## config.mk

```make
export PLATFORM = sky130hd
export DESIGN_NAME = simple_cpu_v2
export DESIGN_NICKNAME = d
export VERILOG_FILES = /design/src/rtl/simple_cpu_pkg.sv /design/src/rtl/simple_cpu_alu.sv /design/src/rtl/simple_cpu_v2.sv
export SDC_FILE = /design/constraint.sdc
export NUM_CORES = 1
export LEC_CHECK = 0
export ABC_AREA = 1
export CAP_MARGIN = 20
export CORE_UTILIZATION = 45
export CTS_BUF_LIST = sky130_fd_sc_hd__clkbuf_4
export CTS_CLUSTER_DIAMETER = 30
export DETAILED_ROUTE_END_ITERATION = 8
export PLACE_DENSITY_LB_ADDON = 0.25
export SLEW_MARGIN = 5
export SYNTH_ARGS = -nofsm -noshare
export SYNTH_HDL_FRONTEND = slang
export SYNTH_HIERARCHICAL = 1
export SYNTH_SLANG_ARGS = --single-unit
```

## constraint.sdc

```tcl
create_clock -name clk -period 2.4 [get_ports clk]
set_input_delay 0.6 -clock clk [delete_from_list [all_inputs] [get_ports clk]]
set_output_delay 0.6 -clock clk [all_outputs]
set_load 0.02 [all_outputs]
```

## src/rtl/simple_cpu_pkg.sv

```systemverilog
// Shared definitions for simple_cpu_v2: instruction classes, ALU function codes,
// controller states and instruction field offsets.
package simple_cpu_pkg;

    typedef enum logic [1:0] {
        CLS_NOP   = 2'b00,
        CLS_ALU   = 2'b01,
        CLS_LOAD  = 2'b10,
        CLS_STORE = 2'b11
    } instr_class_e;

    typedef enum logic [2:0] {
        S_IDLE,
        S_DECODE,
        S_EXEC,
        S_MEM,
        S_WB
    } state_e;

    localparam int CLASS_BITS = 2;
    localparam int FUNC_BITS  = 4;

    localparam logic [FUNC_BITS-1:0] FUNC_ADD = 4'd0;
    localparam logic [FUNC_BITS-1:0] FUNC_SUB = 4'd1;
    localparam logic [FUNC_BITS-1:0] FUNC_AND = 4'd2;
    localparam logic [FUNC_BITS-1:0] FUNC_OR  = 4'd3;
    localparam logic [FUNC_BITS-1:0] FUNC_XOR = 4'd4;

    // Field layout, MSB first: class | X1 | X2 | X3 | imm | func
    localparam int FUNC_LSB = 0;
    localparam int IMM_LSB  = FUNC_LSB + FUNC_BITS;

    function automatic int x3_lsb(input int data_width);
        return IMM_LSB + data_width;
    endfunction

    function automatic int x2_lsb(input int data_width, input int reg_bits);
        return IMM_LSB + data_width + reg_bits;
    endfunction

    function automatic int x1_lsb(input int data_width, input int reg_bits);
        return IMM_LSB + data_width + 2 * reg_bits;
    endfunction

    function automatic int class_lsb(input int data_width, input int reg_bits);
        return IMM_LSB + data_width + 3 * reg_bits;
    endfunction

    function automatic int instr_width(input int data_width, input int reg_bits);
        return CLASS_BITS + FUNC_BITS + 3 * reg_bits + data_width;
    endfunction

endpackage

```

## src/rtl/simple_cpu_alu.sv

```systemverilog
// Combinational ALU for simple_cpu_v2. AND/OR/XOR exist only when
// SIMPLE_CPU_LOGIC_EN is defined; otherwise those codes report illegal.
module simple_cpu_alu
    import simple_cpu_pkg::*;
#(
    parameter int DATA_WIDTH = 8
) (
    input  logic [DATA_WIDTH-1:0] a,
    input  logic [DATA_WIDTH-1:0] b,
    input  logic [FUNC_BITS-1:0]  func,
    output logic [DATA_WIDTH-1:0] result,
    output logic                  carry,
    output logic                  zero,
    output logic                  illegal
);

    // SUB reports a borrow in carry, logic ops always clear it
    always_comb begin
        result  = '0;
        carry   = 1'b0;
        illegal = 1'b0;
        case (func)
            FUNC_ADD: {carry, result} = {1'b0, a} + {1'b0, b};
            FUNC_SUB: begin
                result = a - b;
                carry  = (a < b);
            end
`ifdef SIMPLE_CPU_LOGIC_EN
            FUNC_AND: result = a & b;
            FUNC_OR:  result = a | b;
            FUNC_XOR: result = a ^ b;
`endif
            default:  illegal = 1'b1;
        endcase
    end

    assign zero = (result == '0);

endmodule

```

## src/rtl/simple_cpu_v2.sv

```systemverilog
// Multi-cycle CPU: register file, data memory, controller FSM and handshake.
// Optional logic ops are enabled by SIMPLE_CPU_LOGIC_EN (decoded in simple_cpu_alu).
module simple_cpu_v2
    import simple_cpu_pkg::*;
#(
    parameter int DATA_WIDTH  = 8,
    parameter int ADDR_BITS   = 5,
    parameter int NUM_REGS    = 4,
    parameter int INSTR_WIDTH = 20
) (
    input  logic                         clk,
    input  logic                         rst,
    input  logic                         instr_valid,
    output logic                         instr_ready,
    input  logic [INSTR_WIDTH-1:0]       instruction,
    output logic                         done,
    output logic                         illegal,
    output logic                         zero_flag,
    output logic                         carry_flag,
    input  logic [$clog2(NUM_REGS)-1:0]  dbg_sel,
    output logic [DATA_WIDTH-1:0]        dbg_data
);

    localparam int REG_BITS  = $clog2(NUM_REGS);
    localparam int MEM_DEPTH = 2 ** ADDR_BITS;
    localparam int X3_LSB    = x3_lsb(DATA_WIDTH);
    localparam int X2_LSB    = x2_lsb(DATA_WIDTH, REG_BITS);
    localparam int X1_LSB    = x1_lsb(DATA_WIDTH, REG_BITS);
    localparam int CLS_LSB   = class_lsb(DATA_WIDTH, REG_BITS);

    if (INSTR_WIDTH != instr_width(DATA_WIDTH, REG_BITS)) begin : g_bad_width
        $fatal(1, "simple_cpu_v2: INSTR_WIDTH must be 6 + 3*REG_BITS + DATA_WIDTH");
    end
    if (NUM_REGS < 2 || (1 << REG_BITS) != NUM_REGS) begin : g_bad_regs
        $fatal(1, "simple_cpu_v2: NUM_REGS must be a power of 2 and at least 2");
    end

    state_e                   state, state_next;
    logic [INSTR_WIDTH-1:0]   ir;
    logic [DATA_WIDTH-1:0]    regs [NUM_REGS];
    logic [DATA_WIDTH-1:0]    mem  [MEM_DEPTH];
    logic [DATA_WIDTH-1:0]    opa, opb, mdr;
    logic                     ill_q;

    instr_class_e             cls;
    logic [REG_BITS-1:0]      x1, x2, x3;
    logic [DATA_WIDTH-1:0]    imm;
    logic [FUNC_BITS-1:0]     func;
    logic [ADDR_BITS-1:0]     mem_addr;
    logic [DATA_WIDTH-1:0]    alu_result;
    logic                     alu_carry, alu_zero, alu_illegal;

    assign cls  = instr_class_e'(ir[CLS_LSB +: CLASS_BITS]);
    assign x1   = ir[X1_LSB +: REG_BITS];
    assign x2   = ir[X2_LSB +: REG_BITS];
    assign x3   = ir[X3_LSB +: REG_BITS];
    assign imm  = ir[IMM_LSB +: DATA_WIDTH];
    assign func = ir[FUNC_LSB +: FUNC_BITS];

    // The sum is one bit wider than the data so a carry never aliases before truncation
    assign mem_addr = ADDR_BITS'({1'b0, opa} + {1'b0, imm});

    assign instr_ready = (state == S_IDLE);
    assign dbg_data    = regs[dbg_sel];

    simple_cpu_alu #(
        .DATA_WIDTH (DATA_WIDTH)
    ) u_alu (
        .a       (opa),
        .b       (opb),
        .func    (func),
        .result  (alu_result),
        .carry   (alu_carry),
        .zero    (alu_zero),
        .illegal (alu_illegal)
    );

    always_ff @(posedge clk or negedge rst) begin
        if (!rst) begin
            state <= S_IDLE;
        end else begin
            state <= state_next;
        end
    end

    // NOP and illegal ALU codes skip straight from DECODE to WB
    always_comb begin
        state_next = state;
        case (state)
            S_IDLE:   if (instr_valid) state_next = S_DECODE;
            S_DECODE: begin
                if (cls == CLS_LOAD || cls == CLS_STORE || (cls == CLS_ALU && !alu_illegal)) begin
                    state_next = S_EXEC;
                end else begin
                    state_next = S_WB;
                end
            end
            S_EXEC:   state_next = (cls == CLS_ALU) ? S_WB : S_MEM;
            S_MEM:    state_next = S_WB;
            S_WB:     state_next = S_IDLE;
            default:  state_next = S_IDLE;
        endcase
    end

    always_ff @(posedge clk or negedge rst) begin
        if (!rst) begin
            ir         <= '0;
            opa        <= '0;
            opb        <= '0;
            mdr        <= '0;
            ill_q      <= 1'b0;
            done       <= 1'b0;
            illegal    <= 1'b0;
            zero_flag  <= 1'b0;
            carry_flag <= 1'b0;
            for (int i = 0; i < NUM_REGS; i++) regs[i] <= DATA_WIDTH'(i);
            for (int i = 0; i < MEM_DEPTH; i++) mem[i] <= '0;
        end else begin
            done    <= 1'b0;
            illegal <= 1'b0;
            case (state)
                S_IDLE: if (instr_valid) ir <= instruction;
                S_DECODE: begin
                    opa   <= regs[x2];
                    opb   <= (cls == CLS_STORE) ? regs[x1] : regs[x3];
                    ill_q <= (cls == CLS_ALU) && alu_illegal;
                end
                S_MEM: begin
                    if (cls == CLS_LOAD) mdr <= mem[mem_addr];
                    else mem[mem_addr] <= opb;
                end
                S_WB: begin
                    done    <= 1'b1;
                    illegal <= ill_q;
                    if (cls == CLS_ALU && !ill_q) begin
                        regs[x1]   <= alu_result;
                        zero_flag  <= alu_zero;
                        carry_flag <= alu_carry;
                    end else if (cls == CLS_LOAD) begin
                        regs[x1] <= mdr;
                    end
                end
                default: ;
            endcase
        end
    end

endmodule

```

==> run metrics, run 1 <==
area grow syn2layout 18.3%; Synth cell types 41; iteration count of the initial detailed-routing pass 6; Cell Chain, Critical Path ha_4 > fa_2 > buf_4 > buf_16 > nor3_4 > buf_6 > nand2_1 > buf_6 > nand2_1 > o21ai_0; main area contributors after synthesis dfrtp_1 49%, nand2_1 21%, o21ai_0 7.8%; ratio of cells with drive above 1 in the final layout 0.170; Crit path max-delay family buffers and inverters; Tmin final approximately 2.4 ns; GRT Total Usage 0.266; Placer Congestion around 0.94; clk_lat worst skew around 0.80 ns; area leader, netlist dfrtp_1; largest net degree at the start of global routing 76; initial antenna violation count 1; CP Class flop to flop; fin worst setup slack -0.00983 ns; Routed WL per cell 17.2 um; final clock skew around 0.086 ns; RSZ-0062 raised after global routing true; Final Hold Viols 0; worst-path maximum fanout 21; Critical Path End Type flop; synthesized cell area 17200 um^2; Fill cells ~3600; CTS tree built; worst hold path type input pin to async pin; vias between 15000 and 20000; Setup Viol. Count Final 1; Max Freq ~0.41 GHz; Syn Area/Cell 7.58 um^2; # rows ~70; antenna-violating nets left 0; Worst Setup SP ir[4]$_DFFE_PN0P_; initial core utilization 0.457; worst flop-to-flop path startpoint ir[4]$_DFFE_PN0P_; fin crit share 1.00; Post-route DRC 0; DPL Wire Length around 33000 um; die height ~200 um; Cells after Synth 2266; DRT iter0 DRCs 1171; die area roughly 39000 um^2; Bufs and invs on worst path 4; first-pass GRT wire length 81500 um; post-synthesis register bit count approximately 340; Rel. slew slack 0.595; vias in the first global route 15100; cell depth of the worst flop-to-flop path 10; Worst path depth 10; syn_nets ~2300; arrival time at the worst endpoint slightly above 3 ns; Max Cap Viol 0; Synth top area share 0.485; vias per inst about 5.4; nets between 2000 and 2500; failing checks setup timing; Max H-tree Level 3; power density over the cells roughly 1500 nW/um^2; sequential fraction of the synthesis area 0.492; Overflow after GRT 0; CTS Buffer Depth 3; pre-CTS WS -0.475 ns; Core Region around 38000 um^2; clk root buf clkbuf_4; # IOs 38; LEAKAGE between 9 and 10 nW; status finished with violations; Worst Path Required between 3 and 4 ns; Die Wd between 150 and 200 um; Critical Path Source Type flop; clock slew at reported path FFs 0.07 ns; hold_ws between 0.2 and 0.3 ns; fin. max-slew vios 0; clk sinks approximately 340; Routed WL roughly 51000 um; CTS buffer count 96; slowest stage delay, CP roughly 0.48 ns; Port Buffers 34; Slew @ Worst Pin slightly above 0.6 ns; CP max-delay cell fa_2; Max IR drop VDD 1420 uV; yosys warns 6
## registers in the layout (all words and copies together), names as in the netlist
name,flops
state,3
ir,17
ill_q,1
mdr,8
carry_flag,1
zero_flag,1
opb,8
illegal,1
mem,256
opa,8
done,1
regs,32
## per-layer routing
layer  part of all wire  vias up  global-route usage
met4              0.020        0              0.0856
met2               0.45      573               0.406
met5                  0        -                   0
met3              0.074       91              0.0483
li1                   -     7656                   -
met1               0.45     7547               0.382
## worst register-to-register path, delay by kind of cell, from the launching register on
kind                       cells  cell delay (ns)
and+or+nand+nor                3             0.40
AOI/OAI and AO/OA              1             0.08
adders and majority gates      2             0.66
DFF                            1             0.42
buffers and inverters          4             0.70
## cell families after synthesis
kind of cell	after synthesis	share of synthesized area
xor+xnor	2	0.00211
buf+inv	230	0.0611
compound gates	440	0.133
flops	337	0.492
mux	10	0.00656
fa+ha+maj	23	0.0181
simple gates	1224	0.288
## layout make-up
class,instances,area [um^2],area share
sequential,337,8440,0.416
multi-input combinational,1699,8020,0.395
timing repair buffer,161,1680,0.0829
clock buffer,132,991,0.0488
tap,511,639,0.0315
inverter,97,383,0.0189
clock inverter,25,141,0.00696
timing repair inverter,1,7.51,0.000370
antenna,1,2.50,0.000123
## where the power goes
group | leakage, nW | internal, mW | switching (mW) | total (mW)
Clock | 0.691 | 2.63 | 2.42 | 5.05
Sequential | 4.58 | 7.87 | 1.49 | 9.36
Combinational | 4.56 | 5.62 | 11.4 | 17.0
Total | 9.83 | 16.1 | 15.3 | 31.4
## cell usage in the layout (no fill, tap or decap), types with 3 or more instances in the layout
master             n
dfrtp_1          332
mux2_2            10
nand2_4            7
dfstp_2            4
inv_2             13
clkdlybuf4s50_1   22
buf_4             81
a31oi_1            8
buf_8              3
fa_2               3
ha_1              15
nor2_4             7
buf_12            18
clkinv_1          15
o21ai_0          245
o22ai_1            6
nor3_4             3
nand3_2           12
nor2_1            67
ha_2               4
a21oi_1           69
nor3_1             4
nand2_2           37
o21ai_1           84
nand4_1           18
o21ai_2            8
clkbuf_4         132
a21oi_2            5
clkinv_4           3
buf_6             28
nor2_2            10
clkinv_2           9
a22oi_1            8
inv_1             78
nand3_1          129
nand2_1          922
o2111ai_1          4
## synthesized netlist by cell type, drive strengths merged
| cell | count |
|---|---|
| a22oi | 8 |
| and2 | 1 |
| nand3b | 1 |
| dfrtp | 333 |
| o21bai | 1 |
| a21o | 1 |
| dfstp | 4 |
| clkbuf | 94 |
| o22ai | 6 |
| buf | 39 |
| nor2 | 84 |
| xor2 | 1 |
| mux2 | 10 |
| nor3 | 9 |
| o21ai | 338 |
| ha | 20 |
| nand3 | 141 |
| inv | 93 |
| fa | 3 |
| nor4 | 2 |
| a31oi | 8 |
| nand2 | 968 |
| a21oi | 74 |
| o2111ai | 4 |
| xnor2 | 1 |
| nand4 | 18 |
| clkinv | 4 |
## final timing paths
path | to | slack, ns
min in group clk | ir[18]$_DFFE_PN0P_ | 0.44
max in group asynchronous | regs[1]$_DFFE_PN1P_ | 1.35
setup / recovery | mem[113]$_DFFE_PN0P_ | -0.01
setup reg to reg | mem[113]$_DFFE_PN0P_ | -0.01
hold / removal | opb[0]$_DFFE_PN0N_ | 0.26
hold reg to reg | mem[180]$_DFFE_PN0P_ | 0.48
## timing repair
action,in CTS,in global routing
setup endpoints to repair,49,276
hold buffers,1,0
cloned,3,5
pin swaps,5,39
hold endpoints to repair,94,0
buffers inserted,6,14
resized for setup,77,135
## per-stage QoR
step / instance area, um^2 / utilization / total power [mW] / cells / setup TNS (ns)
floorplan: 17200 / - / 18.9 / 2266 / -0.00440
global placement: 18500 / 0.492 / 24.3 / 2780 / -4.05
detailed placement: 18500 / 0.492 / 24.5 / 2780 / -4.30
CTS: 19800 / 0.527 / 30.3 / 2947 / -0.0950
global route: 20300 / 0.540 / 33.7 / 2964 / -4.86
finish: 20300 / 0.540 / 31.4 / 2964 / -0.00983
Power figures use the tool's default switching activity.
==> run 2: changes to the inputs <==
Settings changed: CORE_MARGIN set to 1.5.
==> run 2 against run 1 <==
Effect of this change: the flow now finishes without violations; global-route usage fell by 0.75 points; non-clock buffer count decreased by 20; sequential power about the same; count of clock-buffer cells in the layout rose by 10; clock skew down 0.043 ns; largest cell class unchanged; critical path type is now flop to output pin; sequential share of layout area up 0.11 points.
==> run metrics, run 2 (same netlist as run 1, synthesis figures left out) <==
status finished, final reports clean; Critical Path End Type output pin; cell depth of the worst flop-to-flop path 10 (unchanged); CP Class flop to output pin; power density over the cells 1590 nW/um^2 (+2.7%); Routed WL 50300 um (-1.4%); Rel. slew slack 0.367 (-0.227); CP dominant cell by count a21oi_1; commonest non-fill, non-tap cells in the layout 936 x nand2_1, 332 x dfrtp_1, 257 x o21ai_0; Core Region 37600 um^2 (unchanged); Routed WL per cell 17.0 um (-1.1%); vias 15600 (-1.4%); slowest stage delay, CP 0.55 ns (+0.07 ns); area grow syn2layout 18.0%; Max IR drop VDD 1630 uV (+15%); DPL Wire Length 31600 um (-3.1%); Placer Congestion 0.893 (-4.7%); max reg flops 256 (unchanged); Critical Path Source Type flop; GRT Total Usage 0.259 (-0.00749); ratio of cells with drive above 1 in the final layout 0.153 (-0.0171); commonest non-fill, non-tap cell in the layout nand2_1; final clock skew 0.0430 ns (-0.0426 ns); CTS Buffer Depth 3 (unchanged); CTS tree built; worst-path maximum fanout 3 (-86%); worst flop-to-flop path startpoint ir[4]$_DFFE_PN0P_; # IOs 38 (unchanged); initial core utilization 0.457 (unchanged); Max Cap Viol 0 (unchanged); LEAKAGE 9.83 nW (about the same); worst r2r dst mem[216]$_DFFE_PN0P_; die area 39300 um^2 (+1.0%); Worst Path Required 1.80 ns (-1.22 ns); DRT iter0 DRCs 1154 (-1.5%); Cell Chain, Critical Path inv_4 > o21ai_2 > a21oi_1 > a21oi_1 > buf_4; fin crit share 0.999 (-0.00555); vias per inst 5.29 (-1.2%); clk_lat worst skew 0.78 ns (-0.02 ns); register with the most flip-flops mem; Slew @ Worst Pin 0.943 ns (+0.336 ns); Max Freq 0.417 GHz (+0.56%); Setup Viol. Count Final 0 (-1); non-filler cells, final 2957 (-0.24%); worst reg2reg setup slack 0.02 ns (+0.03 ns); Overflow after GRT 0 (unchanged); # rows 71 (unchanged); final core utilization 0.539 (-0.00136); initial antenna violation count 2 (+1); CP max-delay cell dfstp_2; iteration count of the initial detailed-routing pass 5 (-1); arrival time at the worst endpoint 1.80 ns (-1.23 ns); CTS buffer count 98 (+2.1%); clk root buf clkbuf_4; Tmin final 2.40 ns (-0.0133 ns); final setup TNS 0 ns (+0.00983 ns); Crit path max-delay family flip-flops; total placed cells including tap cells 2764 (-0.58%); Bufs and invs on worst path 2 (-2); Final Hold Viols 0 (unchanged); Post-route DRC 0 (unchanged); RSZ-0062 raised after global routing true; Max H-tree Level 3 (unchanged); nets 2422 (-0.78%); worst hold path type input pin to async pin; fin. max-slew vios 0 (unchanged); largest net degree at the start of global routing 74 (-2.6%); biggest regs mem x256, regs x32, ir x17; vias in the first global route 14900 (-1.5%); first-pass GRT wire length 80200 um (-1.6%); Port Buffers 34 (unchanged); die height 198 um (+0.51%); Die Wd 198 um (+0.51%); clk sinks 337 (unchanged); antenna-violating nets left 0 (unchanged); clock slew at reported path FFs 0.06 ns (about the same)
-- run 2: cell count changes in the layout (fill, tap and decap cells not counted), sizes merged --
| cell | change |
|---|---|
| buf | -24 |
| bufinv | +1 |
| clkbuf | +14 |
| clkdlybuf4s15 | -1 |
| clkinv | +2 |
| dlygate4sd2 | +1 |
-- run 2: how the worst max path moves through the flow --
stage / start / endpoint / slack [ns] / cells after the start
after global routing: ir[4]$_DFFE_PN0P_ / mem[208]$_DFFE_PN0P_ / -0.09 / 10
final: regs[16]$_DFFE_PN1P_ / dbg_data[0] / 0.003 / 5
after floorplan: opa[0]$_DFFE_PN0N_ / mem[6]$_DFFE_PN0P_ / -0.002 / 13
after detailed placement: dbg_sel[0] / dbg_data[3] / -0.46 / 7
after global placement: dbg_sel[0] / dbg_data[7] / -0.44 / 7
after CTS: regs[16]$_DFFE_PN1P_ / dbg_data[0] / -0.08 / 5
-- run 2: metrics by stage --
stage | total power [mW] | setup slack (ns) | hold slack [ns] | area, um^2
6_report | 32.2 | 0.00348 | 0.312 | 20300
5_1_grt | 34.5 | -0.0916 | 0.290 | 20300
4_1_cts | 30.3 | -0.0816 | 0.255 | 19700
3_5_place_dp | 24.6 | -0.455 | 0.469 | 18400
3_3_place_gp | 24.4 | -0.440 | 0.466 | 18400
2_1_floorplan | 18.9 | -0.00201 | 0.304 | 17200
-- run 2: what timing repair did --
item                       in CTS  in global routing
resized for setup              71                 89
hold endpoints to repair       47                  0
hold buffers                    1                  0
setup endpoints to repair     120                264
buffers inserted                4                 10
pin swaps                       1                 15
cloned                          0                  6
-- run 2: final cells by class --
type / count / area, um^2
fill: 3563 / 17300
sequential: 337 / 8440
multi-input combinational: 1699 / 7980
timing repair buffer: 141 / 1570
clock buffer: 142 / 1070
tap: 511 / 639
inverter: 97 / 383
clock inverter: 29 / 175
antenna: 1 / 2.50
-- run 2: metal layers --
metal / global-route usage / routed length [um] / up-vias
li1: - / - / 7623
met1: 0.373 / 23200 / 7473
met2: 0.394 / 22700 / 474
met3: 0.0463 / 3490 / 67
met4: 0.0826 / 912 / 0
met5: 0 / 0 / -
-- run 2: worst register-to-register path: cells and delay by family (launching register included) --
| family | cells | cell delay (ns) |
|---|---|---|
| adder cells (fa/ha/maj) | 2 | 0.53 |
| AND/OR/NAND/NOR | 3 | 0.38 |
| XOR/XNOR | 1 | 0.28 |
| AO/OA/AOI/OAI | 1 | 0.07 |
| flip-flops | 1 | 0.44 |
| buffers and inverters | 3 | 0.52 |
-- run 2: where the power goes --
group	internal (mW)	switching [mW]	leakage, nW	total, mW
Sequential	7.87	1.50	4.58	9.37
Clock	2.91	2.45	0.744	5.37
Combinational	5.77	11.7	4.50	17.4
Total	16.6	15.6	9.83	32.2
